$ cat src/rtl/addsub_pkg.sv
// Shared definitions for the digit-serial adder/subtractor.
//   state_t : controller states (IDLE, RUN, DONE)
//   SEL_ADD : sel value that requests x + y
//   SEL_SUB : sel value that requests x - y
package addsub_pkg;

  typedef enum logic [1:0] {
    IDLE = 2'd0,
    RUN  = 2'd1,
    DONE = 2'd2
  } state_t;

  localparam logic SEL_ADD = 1'b0;
  localparam logic SEL_SUB = 1'b1;

endpackage

$ cat src/rtl/addsub_digit.sv
// DIGIT-wide combinational ripple-carry slice.
//   a, b  : operand digits
//   cin   : carry into the LSB
//   s     : sum digit
//   cout  : carry out of the MSB
//   c_msb : carry into the MSB (used for signed-overflow detection)
module addsub_digit #(
  parameter int unsigned DIGIT = 1
) (
  input  logic [DIGIT-1:0] a,
  input  logic [DIGIT-1:0] b,
  input  logic             cin,
  output logic [DIGIT-1:0] s,
  output logic             cout,
  output logic             c_msb
);

  logic [DIGIT:0] c;

  // Ripple the carry through every bit of the digit.
  always_comb begin
    c    = '0;
    c[0] = cin;
    for (int i = 0; i < DIGIT; i++) begin
      c[i+1] = (a[i] & b[i]) | (c[i] & (a[i] ^ b[i]));
    end
  end

  assign s     = a ^ b ^ c[DIGIT-1:0];
  assign cout  = c[DIGIT];
  assign c_msb = c[DIGIT-1];

endmodule

$ cat src/rtl/serial_addsub.sv
// Digit-serial two's-complement adder/subtractor.
// Processes DIGIT bits per cycle, WIDTH/DIGIT cycles per operation.
//   clk, rst_n : clock, asynchronous active-low reset
//   start      : request; accepted in IDLE or DONE only
//   x, y, sel  : operands and operation (sel=0 add, sel=1 subtract)
//   busy       : operation in flight
//   done       : one-cycle pulse, out/cout/ovf just loaded
//   out        : registered sum/difference
//   cout       : carry out of the MSB (subtract: 1 = no borrow)
//   ovf        : signed overflow
// Optional build macro ADDSUB_SAT_EN: on overflow, out saturates to the
// signed min/max according to the sign of the latched x.
module serial_addsub
  import addsub_pkg::*;
#(
  parameter int unsigned WIDTH = 6,
  parameter int unsigned DIGIT = 1
) (
  input  logic             clk,
  input  logic             rst_n,
  input  logic             start,
  input  logic [WIDTH-1:0] x,
  input  logic [WIDTH-1:0] y,
  input  logic             sel,
  output logic             busy,
  output logic             done,
  output logic [WIDTH-1:0] out,
  output logic             cout,
  output logic             ovf
);

  localparam int unsigned N    = WIDTH / DIGIT;
  localparam int unsigned CW   = (N > 1) ? $clog2(N) : 1;
  localparam logic [CW-1:0] LAST = CW'(N - 1);

  // Reject illegal parameter combinations at elaboration.
  generate
    if (WIDTH < 2 || DIGIT < 1 || DIGIT > WIDTH || (WIDTH % DIGIT) != 0) begin : g_bad_cfg
      $error("serial_addsub: illegal WIDTH/DIGIT combination");
    end
  endgenerate

  state_t           state_q, state_d;
  logic [WIDTH-1:0] a_q, a_d;
  logic [WIDTH-1:0] b_q, b_d;
  logic [WIDTH-1:0] res_q, res_d;
  logic             carry_q, carry_d;
  logic [CW-1:0]    cnt_q, cnt_d;
  logic             busy_q, busy_d;
  logic             done_q, done_d;
  logic [WIDTH-1:0] out_q, out_d;
  logic             cout_q, cout_d;
  logic             ovf_q, ovf_d;

  logic [DIGIT-1:0] dig_s;
  logic             dig_cout;
  logic             dig_cmsb;
  logic [WIDTH-1:0] res_next;
  logic             ovf_next;
  logic [WIDTH-1:0] result;

  addsub_digit #(
    .DIGIT (DIGIT)
  ) u_digit (
    .a     (a_q[DIGIT-1:0]),
    .b     (b_q[DIGIT-1:0]),
    .cin   (carry_q),
    .s     (dig_s),
    .cout  (dig_cout),
    .c_msb (dig_cmsb)
  );

  // New digit enters at the top; after N digits the LSB digit has reached bit 0.
  assign res_next = WIDTH'({dig_s, res_q} >> DIGIT);
  // Only meaningful on the last digit, where it reflects the operand MSB.
  assign ovf_next = dig_cmsb ^ dig_cout;

`ifdef ADDSUB_SAT_EN
  logic xmsb_q, xmsb_d;

  // Clamp toward the sign of x: positive overflow only happens with x >= 0.
  always_comb begin
    result = res_next;
    if (ovf_next) begin
      result = xmsb_q ? {1'b1, {(WIDTH-1){1'b0}}} : {1'b0, {(WIDTH-1){1'b1}}};
    end
  end
`else
  assign result = res_next;
`endif

  // Next-state and datapath control.
  always_comb begin
    state_d = state_q;
    a_d     = a_q;
    b_d     = b_q;
    res_d   = res_q;
    carry_d = carry_q;
    cnt_d   = cnt_q;
    busy_d  = busy_q;
    done_d  = 1'b0;
    out_d   = out_q;
    cout_d  = cout_q;
    ovf_d   = ovf_q;
`ifdef ADDSUB_SAT_EN
    xmsb_d  = xmsb_q;
`endif
    unique case (state_q)
      IDLE, DONE: begin
        state_d = IDLE;
        busy_d  = 1'b0;
        if (start) begin
          // Subtract as x + ~y + 1.
          a_d     = x;
          b_d     = (sel == SEL_SUB) ? ~y : y;
          carry_d = (sel == SEL_SUB);
          cnt_d   = '0;
          state_d = RUN;
          busy_d  = 1'b1;
`ifdef ADDSUB_SAT_EN
          xmsb_d  = x[WIDTH-1];
`endif
        end
      end
      RUN: begin
        a_d     = a_q >> DIGIT;
        b_d     = b_q >> DIGIT;
        res_d   = res_next;
        carry_d = dig_cout;
        cnt_d   = cnt_q + CW'(1);
        if (cnt_q == LAST) begin
          state_d = DONE;
          busy_d  = 1'b0;
          done_d  = 1'b1;
          out_d   = result;
          cout_d  = dig_cout;
          ovf_d   = ovf_next;
        end
      end
      default: begin
        state_d = IDLE;
        busy_d  = 1'b0;
      end
    endcase
  end

  // State and datapath registers.
  always_ff @(posedge clk or negedge rst_n) begin
    if (!rst_n) begin
      state_q <= IDLE;
      a_q     <= '0;
      b_q     <= '0;
      res_q   <= '0;
      carry_q <= 1'b0;
      cnt_q   <= '0;
      busy_q  <= 1'b0;
      done_q  <= 1'b0;
      out_q   <= '0;
      cout_q  <= 1'b0;
      ovf_q   <= 1'b0;
`ifdef ADDSUB_SAT_EN
      xmsb_q  <= 1'b0;
`endif
    end else begin
      state_q <= state_d;
      a_q     <= a_d;
      b_q     <= b_d;
      res_q   <= res_d;
      carry_q <= carry_d;
      cnt_q   <= cnt_d;
      busy_q  <= busy_d;
      done_q  <= done_d;
      out_q   <= out_d;
      cout_q  <= cout_d;
      ovf_q   <= ovf_d;
`ifdef ADDSUB_SAT_EN
      xmsb_q  <= xmsb_d;
`endif
    end
  end

  assign busy = busy_q;
  assign done = done_q;
  assign out  = out_q;
  assign cout = cout_q;
  assign ovf  = ovf_q;

endmodule

$ cat config.mk
export PLATFORM = sky130hd
export DESIGN_NAME = serial_addsub
export DESIGN_NICKNAME = d
export VERILOG_FILES = /design/src/rtl/addsub_pkg.sv /design/src/rtl/addsub_digit.sv /design/src/rtl/serial_addsub.sv
export SDC_FILE = /design/constraint.sdc
export NUM_CORES = 1
export LEC_CHECK = 0
export ABC_AREA = 1
export BUFFER_PORTS_ARGS = -buffer_cell sky130_fd_sc_hd__buf_2
export CORE_ASPECT_RATIO = 0.9
export CORE_MARGIN = 2
export CORE_UTILIZATION = 45
export CTS_CLUSTER_SIZE = 30
export DETAILED_ROUTE_END_ITERATION = 10
export GPL_TIMING_DRIVEN = 0
export PLACE_DENSITY = 0.74
export SLEW_MARGIN = 20
export SYNTH_ARGS = -nofsm -noshare
export SYNTH_HDL_FRONTEND = slang
export SYNTH_SLANG_ARGS = --single-unit
$ cat constraint.sdc
create_clock -name clk -period 2 [get_ports clk]
set_input_delay 0.2 -clock clk [delete_from_list [all_inputs] [get_ports clk]]
set_output_delay 0.2 -clock clk [all_outputs]
set_load 0.05 [all_outputs]
==> flow_metrics.tcl, run 1 <==
set metrics [dict create \
    grt_start_max_net_pins 34 \
    syn_nets 211 \
    grt_pass1_wl_mm 4.84 \
    rows 20 \
    p_clk_share_pct 19.7 \
    tightestPinTransition_ps 724 \
    synth_top_family_by_area "simple AND/OR/NAND/NOR gates" \
    synth_compound_area_share_pct 2.52 \
    synth_fa_ha_area_share_pct 2.84 \
    final_antenna_net_count 0 \
    crit_path_frequent_cell "nand2_1" \
    finalSetupTns_ps 0 \
    cp_slowest_cell "fa_1" \
    fp.coreArea_um2 3380 \
    cts_resized 0 \
    post_cts.repair.setup_buffers 0 \
    grt_usage_pct 16.2 \
    yosysTopAreaCell "dfrtp_1" \
    setup_slack_ps 713 \
    outcome "complete, no violations" \
    drive_gt1_share_pct 20.1 \
    p_comb_share_pct 44.9 \
    muxShareOfSynthArea_pct 0 \
    synth-edff-count 0 \
    synth.most_common_cell "nand2_1" \
    internal-power_w 0.00185 \
    synth_ff_type "dfrtp_1" \
    required_ps 2170 \
    cts-root-buf "clkbuf_8" \
    die_w_um 66.6 \
    hold_viol 0 \
    swShare_pct 42.6 \
    finClkSkew_ps 4.82 \
    synthToLayoutAreaGrowth_pct 18.7 \
    postSynthAreaPerCell_um2 8.26 \
    overflow 0 \
    pwr_density_cell_nw_per_um2 1710 \
    seqPwrFrac_pct 35.4 \
    yosys.area_share.simple_pct 33.4 \
    diodes 0 \
    rsz0062_at_grt "false" \
    synth.distinct_cells 19 \
    max_slew_margin_pct 51.7 \
    drv_slew 0 \
    h-tree-depth 2 \
    start_util_pct 47.0 \
    synthTopCellsByCount "78 x nand2_1, 33 x dfrtp_1, 28 x nand3_1, 21 x inv_1, 6 x o21ai_0" \
    cts_made_buffers 5 \
    final_cell_area_um2 1880 \
    drt-total-wl_mm 2.76 \
    finalSetupViolations 0 \
    cap_viol_max_count 0 \
    port_buffers 23 \
    endpoint_kind "flop" \
    crit_path_cell_trace "fa_1 > nand3_1 > nand2_1 > inv_1 > nand2_1" \
    cpPeakStageDelay_ps 500 \
    critPathMaxFanout 4 \
    clkLatencyLatePin_ps 280 \
    cts.sinks 33 \
    synth.area.top_cells "dfrtp_1 52%, nand2_1 18%, nand3_1 8.8%, inv_1 5.0%, buf_6 2.8%" \
    multi_input_area_um2 616 \
    nFillCells 340 \
    regArea_um2 826 \
    wl_per_cell_um 10.3 \
    crit_type "flop to flop" \
    dr_total_vias 1212 \
    netlist.area_leader.share_pct 52.1 \
    period_minus_slack_ps 1290 \
    gp_congestion 0.716 \
    finalCritPeriodShare_pct 64.4 \
    antenna_found_initial 0 \
    dp_slack_ps 716 \
    die_h_um 60.3 \
    dieArea_um2 4020 \
    dp_hpwl_mm 1.97 \
    grt_pass1_vias 1056 \
    irDropWorstVdd_uv 652 \
    drt_iter0_markers 108 \
    nets 242 \
    p_switching_w 0.00137 \
    cp-start-kind "flop" \
    crit_arrival_ps 1460 \
    clk_pin_slew_ps 60 \
    synthCells 192 \
    leakagePower_nw 1.05 \
    synth.cell_area_um2 1590 \
    ctsLongestPathBuffers 2 \
    ys_warn_count 0 \
    max_freq_mhz 777 \
    synth-xor-area-share_pct 0 \
    yosysSeqAreaShare_pct 52.1 \
    async_reset_ff_share_pct 100 \
    dr.pass1.iters 4 \
    ioPinCount 26 \
    drc 0 \
    ys_seq_elements 33 \
    viasPerCell 4.52 \
    hold_class "input pin to flop" \
    cts_tree "yes" \
    placed_area_um2 1760 \
]
-- registers in the layout, summed over array words and instances (netlist names) --
| name | flops |
|---|---|
| ovf | 1 |
| a_q | 6 |
| cnt_q | 3 |
| res_q | 5 |
| b_q | 6 |
| carry_q | 1 |
| out | 6 |
| busy | 1 |
| done | 1 |
| cout | 1 |
| state_q | 2 |
-- path summary, 6_finish.rpt --
| kind | start | to | slack [ps] | cells past startpoint |
|---|---|---|---|---|
| max in group asynchronous | rst_n | a_q[5] | 1030 | 2 |
| min reg2reg | out[5] | out[5] | 460 | 2 |
| min | x[5] | a_q[5] | 120 | 3 |
| min in group asynchronous | rst_n | a_q[2] | 510 | 2 |
| max reg2reg | carry_q | carry_q | 710 | 5 |
| max | carry_q | carry_q | 710 | 5 |
-- timing repair --
action	4_1_cts	5_1_grt
hold buffers	1	0
hold endpoints to repair	19	0
endpoints found under the setup margin	0	0
-- metal layers --
layer	part of all wire, %	vias up	GRT usage [%]
li1	-	648	-
met1	52	529	22.2
met2	41	28	24.4
met3	4.8	7	4.45
met4	1.6	0	7.00
met5	0	-	0
-- worst max-delay path, delay by kind of cell, from the launching register on --
family | cells | cell delay, ps
simple gates | 3 | 210
buf+inv | 1 | 50
flops | 1 | 420
fa+ha+maj | 1 | 500
-- placed cells by master (no fill, tap or decap) --
cell / synthesis / final
nor2_4: 2 / 2
nand2_2: 1 / 1
nand2_4: 3 / 3
nand3_1: 28 / 28
or2_1: 1 / 1
dfrtp_1: 33 / 33
clkbuf_1: 0 / 1
o21ai_1: 1 / 1
dlygate4sd3_1: 0 / 1
fa_1: 1 / 1
a21oi_1: 1 / 1
ha_1: 2 / 2
nor2_1: 5 / 5
inv_6: 1 / 1
nand2_1: 78 / 78
buf_2: 1 / 24
buf_6: 4 / 4
nand3_2: 1 / 1
inv_1: 21 / 21
clkbuf_8: 0 / 6
bufinv_16: 0 / 1
o21ai_0: 6 / 6
inv_2: 2 / 2
-- cell families (layout without fill, tap and decap cells) --
group / Yosys count / in the layout
and+or+nand+nor: 119 / 119
AOI/OAI and AO/OA: 8 / 8
buffers and inverters: 29 / 61
adders and majority gates: 3 / 3
DFF: 33 / 33
-- power groups by stage --
stage | Clock, W | Sequential (W) | Combinational (W)
after detailed placement | 0 | 0.00115 | 0.00147
final | 0.000636 | 0.00114 | 0.00145
after CTS | 0.000650 | 0.00115 | 0.00147
after global routing | 0.000682 | 0.00118 | 0.00164
after global placement | 0 | 0.00115 | 0.00144
after floorplan | 0 | 0.00141 | 0.000875
-- stage by stage --
stage	power [W]	hold WS (ps)	util (%)	cells
5_1_grt	0.00350	122	55.7	268
3_3_place_gp	0.00258	295	52.0	259
6_report	0.00323	118	55.7	268
2_1_floorplan	0.00229	-95.6	-	192
4_1_cts	0.00327	116	55.7	268
3_5_place_dp	0.00262	301	52.0	259
-- area by class of cell --
class	instances	share of cell area, %
tap	44	2.92
sequential	33	43.9
inverter	24	5.05
timing repair buffer	24	6.64
clock inverter	1	1.59
multi-input combinational	130	32.7
clock buffer	7	4.58
buffer	5	2.66
Note: power is estimated with default switching activity, not from simulation.
==> inputs of run 2 (changes only) <==
--- a/config.mk
+++ b/config.mk
@@ -5,7 +5,7 @@
 export SDC_FILE = /design/constraint.sdc
 export NUM_CORES = 1
 export LEC_CHECK = 0
-export ABC_AREA = 1
+export ABC_AREA = 0
 export BUFFER_PORTS_ARGS = -buffer_cell sky130_fd_sc_hd__buf_2
 export CORE_ASPECT_RATIO = 0.9
 export CORE_MARGIN = 2
@@ -13,7 +13,7 @@
 export CTS_CLUSTER_SIZE = 30
 export DETAILED_ROUTE_END_ITERATION = 10
 export GPL_TIMING_DRIVEN = 0
-export PLACE_DENSITY = 0.74
+export PLACE_DENSITY = 0.75
 export SLEW_MARGIN = 20
 export SYNTH_ARGS = -nofsm -noshare
 export SYNTH_HDL_FRONTEND = slang
==> constraint.sdc (replaced) <==
create_clock -name clk -period 1.2 [get_ports clk]
set_input_delay 0.12 -clock clk [delete_from_list [all_inputs] [get_ports clk]]
set_output_delay 0.12 -clock clk [all_outputs]
set_load 0.05 [all_outputs]
==> run 2 against run 1 <==
Compared with the run above:
- the run now ends with negative setup slack left
- setup slack worse by 850 ps
- maximum frequency is 3.6% lower
- synthesized cell count fell by 35%
- first-iteration DRC count down 71%
- total power is 63% higher
- non-clock buffer count rose by 14
- hold slack worse by 100 ps
- critical path depth down 1
- area after synthesis shrank 10%
- critical endpoint is now out[2]
==> flow_metrics.tcl, run 2 <==
set metrics [dict create \
    min_from "x[0]" \
    use_met3_pct 4.73 \
    final_core_util_pct 61.1 \
    gp_congestion 0.783 \
    overflow 0 \
    die_w_um 63.2 \
    drv_slew 0 \
    r2r-start "cnt_q[0]" \
    synth.most_common_cell "dfrtp_1" \
    max_slew_margin_pct 52.9 \
    grt_start_max_net_pins 34 \
    dieArea_um2 3620 \
    globalRouteMet2Util_pct 26.0 \
    ctsLongestPathBuffers 2 \
    endpoint_kind "flop" \
    period_minus_slack_ps 1340 \
    synthTopCellsByCount "33 x dfrtp_1, 26 x nand2_1, 9 x nand3_1, 7 x mux2_2" \
    hold_class "input pin to flop" \
    netlist.area_leader.share_pct 58.1 \
    synth-edff-count 0 \
    layout_common_cells "32 x dfrtp_1, 28 x buf_2, 20 x nand2_1, 9 x nand3_1, 7 x mux2_2" \
    drt_iter0_markers 31 \
    drc 0 \
    ys_seq_elements 33 \
    nFillCells 283 \
    dp_slack_ps -153 \
    diodes 0 \
    finClkSkew_ps 6.83 \
    port_buffers 24 \
    wl_per_cell_um 13.7 \
    finalCritPeriodShare_pct 111 \
    h-tree-depth 2 \
    dr_total_vias 1075 \
    grt_usage_pct 16.5 \
    synthCells 124 \
    cap_viol_max_count 0 \
    async_reset_ff_share_pct 100 \
    cts.sinks 33 \
    postSynthAreaPerCell_um2 11.5 \
    ioPinCount 26 \
    rows 19 \
    start_util_pct 46.7 \
    pwr_density_cell_nw_per_um2 2830 \
    yosysTopAreaCell "dfrtp_1" \
    antenna_found_initial 0 \
    use_met1_pct 21.6 \
    placed_area_um2 1600 \
    viasPerCell 5.14 \
    finalSetupViolations 22 \
    syn_nets 143 \
    nets 186 \
    synth.distinct_cells 24 \
    leakagePower_nw 0.922 \
    crit_arrival_ps 1550 \
    cts_made_buffers 5 \
    violations "negative setup slack" \
    max_freq_mhz 749 \
    dp_hpwl_mm 1.81 \
    drt-total-wl_mm 2.86 \
    clkLatencyLatePin_ps 330 \
    hold_viol 0 \
    irDropWorstVdd_uv 1270 \
    crit_type "flop to flop" \
    outcome "complete, but fails checks" \
    synth_ff_type "dfrtp_1" \
    tightestPinTransition_ps 707 \
    synthToLayoutAreaGrowth_pct 30.8 \
    synth.cell_area_um2 1420 \
    grt_pass1_vias 999 \
    cts_tree "yes" \
    yosysSeqAreaShare_pct 58.1 \
    cp-startpoint "cnt_q[0]" \
    synth.area.top_cells "dfrtp_1 58%, nand2_1 6.9%, mux2_2 5.6%, xnor2_1 3.7%, a221o_1 3.5%" \
    layout_commonest_cell "dfrtp_1" \
    required_ps 1410 \
    clk_pin_slew_ps 90 \
    drive_gt1_share_pct 42.5 \
    die_h_um 57.3 \
    dr.pass1.iters 4 \
    cp-start-kind "flop" \
    cts-root-buf "clkbuf_4" \
    grt_pass1_wl_mm 4.49 \
    final_antenna_net_count 0 \
    ys_warn_count 0 \
    critPathMaxFanout 10 \
    rsz0062_at_grt "true" \
    grt.busiest_layer "met2" \
    final_cell_area_um2 1860 \
    setup_slack_ps -136 \
    fp.coreArea_um2 3040 \
]
==> run 2: path summary, 6_finish.rpt <==
kind                       slack (ps)          to  cells past startpoint
setup / recovery                 -140      out[2]                      4
hold / removal                     20      a_q[0]                      3
setup reg to reg                 -140      out[2]                      4
hold reg to reg                   490    res_q[1]                      2
max in group asynchronous         330  state_q[0]                      2
min in group asynchronous         380      a_q[0]                      2
==> run 2: per-layer routing <==
layer	vias to the layer above	routed length, um
met5	-	0
met4	0	31
met3	5	154
met2	33	1480
met1	532	1190
li1	505	-
==> run 2: stage by stage <==
stage / hold slack [ps] / cells / total power [W] / TNS (ps)
2_1_floorplan: -176 / 124 / 0.00356 / -384
3_3_place_gp: 205 / 190 / 0.00398 / -1210
3_5_place_dp: 217 / 190 / 0.00408 / -1950
4_1_cts: 3.18 / 202 / 0.00497 / -1510
5_1_grt: 4.71 / 209 / 0.00563 / -2600
6_report: 16.4 / 209 / 0.00525 / -1540
==> run 2: layout make-up <==
cell class                 count  area [um^2]  area share, %
buffer                         7         60.1           3.23
clock buffer                   7         55.1           2.96
inverter                       3         11.3          0.606
multi-input combinational     81          618           33.3
sequential                    33          827           44.5
tap                           42         52.6           2.83
timing repair buffer          36          234           12.6
==> run 2: where the power goes <==
group	total [W]	switching, W	leakage, nW	internal, W
Sequential	0.00195	0.000343	0.415	0.00161
Combinational	0.00268	0.00153	0.476	0.00115
Clock	0.000614	0.000338	0.0314	0.000276
Total	0.00525	0.00221	0.922	0.00304
==> run 2: timing repair <==
item                                    in CTS  in global routing
endpoints found under the setup margin      29                 28
pin swaps                                    4                  7
hold buffers                                 1                  3
gates cloned                                 1                  0
setup buffers                                3                  4
endpoints found under the hold margin       33                  3
gates resized for setup                     12                 14
==> run 2: critical path, cell delays in order (launching register included) <==
cell	delay, ps
dfrtp_1	420
ha_2	190
nand4b_1	130
buf_6	160
mux2_2	330
==> run 2: kinds of logic (layout without fill, tap and decap cells) <==
group	Yosys count	in the layout	share of synthesized area, %
AO/OA/AOI/OAI	17	17	9.60
multiplexers	7	7	5.55
flip-flops	33	33	58.1
buffers and inverters	10	53	4.05
XOR/XNOR	7	7	4.32
AND/OR/NAND/NOR	47	47	15.2
adder cells (fa/ha/maj)	3	3	3.17
==> inputs of run 3 (changes only) <==
--- a/config.mk
+++ b/config.mk
@@ -6,14 +6,14 @@
 export NUM_CORES = 1
 export LEC_CHECK = 0
 export ABC_AREA = 0
-export BUFFER_PORTS_ARGS = -buffer_cell sky130_fd_sc_hd__buf_2
 export CORE_ASPECT_RATIO = 0.9
 export CORE_MARGIN = 2
 export CORE_UTILIZATION = 45
 export CTS_CLUSTER_SIZE = 30
 export DETAILED_ROUTE_END_ITERATION = 10
+export DONT_BUFFER_PORTS = 1
 export GPL_TIMING_DRIVEN = 0
-export PLACE_DENSITY = 0.75
+export PLACE_DENSITY = 0.68
 export SLEW_MARGIN = 20
 export SYNTH_ARGS = -nofsm -noshare
 export SYNTH_HDL_FRONTEND = slang
==> run 3 against run 2 <==
Compared with the run above:
- the flow still finishes with violations (negative setup slack)
- global-route usage up 0.39 points
- maximum frequency is 0.60% higher
- total power grew 7.1%
- clock-buffer cell count down 2
- critical endpoint is now cout
- non-clock buffer count shrank 15
- critical path depth rose by 1
- sequential cell count stayed put
- combinational power decreased by 22%
- highest routed layer unchanged
- clock skew rose by 11 ps
- via count shrank 5.6%
==> flow_metrics.tcl, run 3 (synthesis gave the netlist of run 2 again) <==
set metrics [dict create \
    pwr_density_cell_nw_per_um2 2990 \
    viasPerCell 5.21 \
    drt_iter0_markers 18 \
    fp.coreArea_um2 3040 \
    dieArea_um2 3620 \
    ctsLongestPathBuffers 2 \
    endpoint_kind "flop" \
    drt-total-wl_mm 2.89 \
    antenna_found_initial 0 \
    use_met1_pct 21.7 \
    synthToLayoutAreaGrowth_pct 32.2 \
    placed_cells 166 \
    finalCritPeriodShare_pct 111 \
    cp-start-kind "flop" \
    cts.sinks 33 \
    clk_pin_slew_ps 100 \
    drv_slew 0 \
    max_freq_mhz 753 \
    ioPinCount 26 \
    rows 19 \
    final_cells 195 \
    hold_viol 0 \
    finalSetupTns_ps -1460 \
    layout_commonest_cell "dfrtp_1" \
    violations "negative setup slack" \
    overflow 0 \
    max_slew_margin_pct 65.8 \
    globalRouteMet2Util_pct 28.1 \
    port_buffers 0 \
    outcome "complete, but fails checks" \
    cts-root-buf "clkbuf_4" \
    dr_total_vias 1015 \
    crit_arrival_ps 1540 \
    final_core_util_pct 61.7 \
    period_minus_slack_ps 1330 \
    tightestPinTransition_ps 514 \
    die_w_um 63.2 \
    cts_tree "yes" \
    start_util_pct 46.7 \
    irDropWorstVdd_uv 1480 \
    setup_slack_ps -128 \
    total_power_w 0.00562 \
    wl_per_cell_um 14.8 \
    finClkSkew_ps 17.8 \
    diodes 0 \
    drc 0 \
    drive_gt1_share_pct 35.9 \
    dr.pass1.iters 4 \
    layout_common_cells "33 x dfrtp_1, 21 x nand2_1, 11 x buf_4, 8 x nand3_1" \
    dp_hpwl_mm 1.78 \
    cts_made_buffers 5 \
    final_antenna_net_count 0 \
    grt_pass1_vias 986 \
    grt.busiest_layer "met2" \
    clkLatencyLatePin_ps 330 \
    grt_start_max_net_pins 34 \
    rsz0062_at_grt "true" \
    cap_viol_max_count 0 \
    grt_pass1_wl_mm 4.68 \
    hold_class "input pin to flop" \
    whs_ps 38.9 \
    grt_usage_pct 16.9 \
    use_met3_pct 4.73 \
    h-tree-depth 2 \
    gp_congestion 0.742 \
    critPathMaxFanout 10 \
    required_ps 1410 \
    crit_type "flop to flop" \
    die_h_um 57.3 \
    nFillCells 253 \
    nets 171 \
    finalSetupViolations 24 \
    leakagePower_nw 0.893 \
]
==> run 3: changes by cell type in the layout (fill, tap and decap cells not counted), moves of 2 or more <==
cell,previous run,this run
buf_2,28,1
buf_4,6,11
dlygate4sd3_1,4,7
bufinv_16,0,2
nand2b_2,0,2
==> run 3: report_power, final <==
| part | internal, W | leakage (nW) | total [W] | switching, W |
|---|---|---|---|---|
| clock network | 0.000645 | 0.0552 | 0.00103 | 0.000389 |
| registers | 0.00160 | 0.416 | 0.00249 | 0.000889 |
| logic | 0.00113 | 0.422 | 0.00210 | 0.000968 |
==> run 3: stage by stage <==
step | setup WS, ps | cell area, um^2
floorplan | -63.9 | 1430
global placement | -146 | 1480
detailed placement | -189 | 1480
CTS | -150 | 1800
global route | -202 | 1880
finish | -128 | 1880
==> run 3: per-layer routing <==
layer / vias up / part of all wire [%]
met5: - / 0
met4: 0 / 1.4
met3: 5 / 5.0
met2: 36 / 49
met1: 494 / 45
li1: 480 / -
==> run 3: worst max-delay path, stage by stage, from the launching register on <==
cell	delay [ps]
dfrtp_1	350
inv_1	50
ha_2	180
nand4b_1	120
buf_6	160
mux2_2	340
==> run 3: layout make-up <==
class                      count  area, um^2  area share, %
tap                           42        52.6           2.80
buffer                         7        75.1           4.00
clock buffer                   5        37.5           2.00
clock inverter                 3        65.1           3.46
timing repair buffer          21         204           10.9
sequential                    33         826           44.0
multi-input combinational     81         607           32.3
inverter                       3        11.3          0.600
==> run 3: timing repair <==
action / in CTS / in global routing
setup endpoints to repair: 27 / 29
pin swaps: 12 / 7
gates resized for setup: 16 / 12
gates cloned: 1 / 0
endpoints found under the hold margin: 39 / 0
hold buffers: 8 / 0
buffers inserted: 7 / 5
==> run 3: final timing paths <==
kind | start | endpoint | slack, ps | cells past startpoint
min in group asynchronous | rst_n | out[2] | 220 | 2
worst max register to register | cnt_q[1] | cout | -130 | 5
worst max-delay path | cnt_q[1] | cout | -130 | 5
worst min-delay path | y[5] | b_q[5] | 40 | 2
worst min register to register | res_q[1] | res_q[1] | 500 | 2
max in group asynchronous | rst_n | b_q[0] | 790 | 2
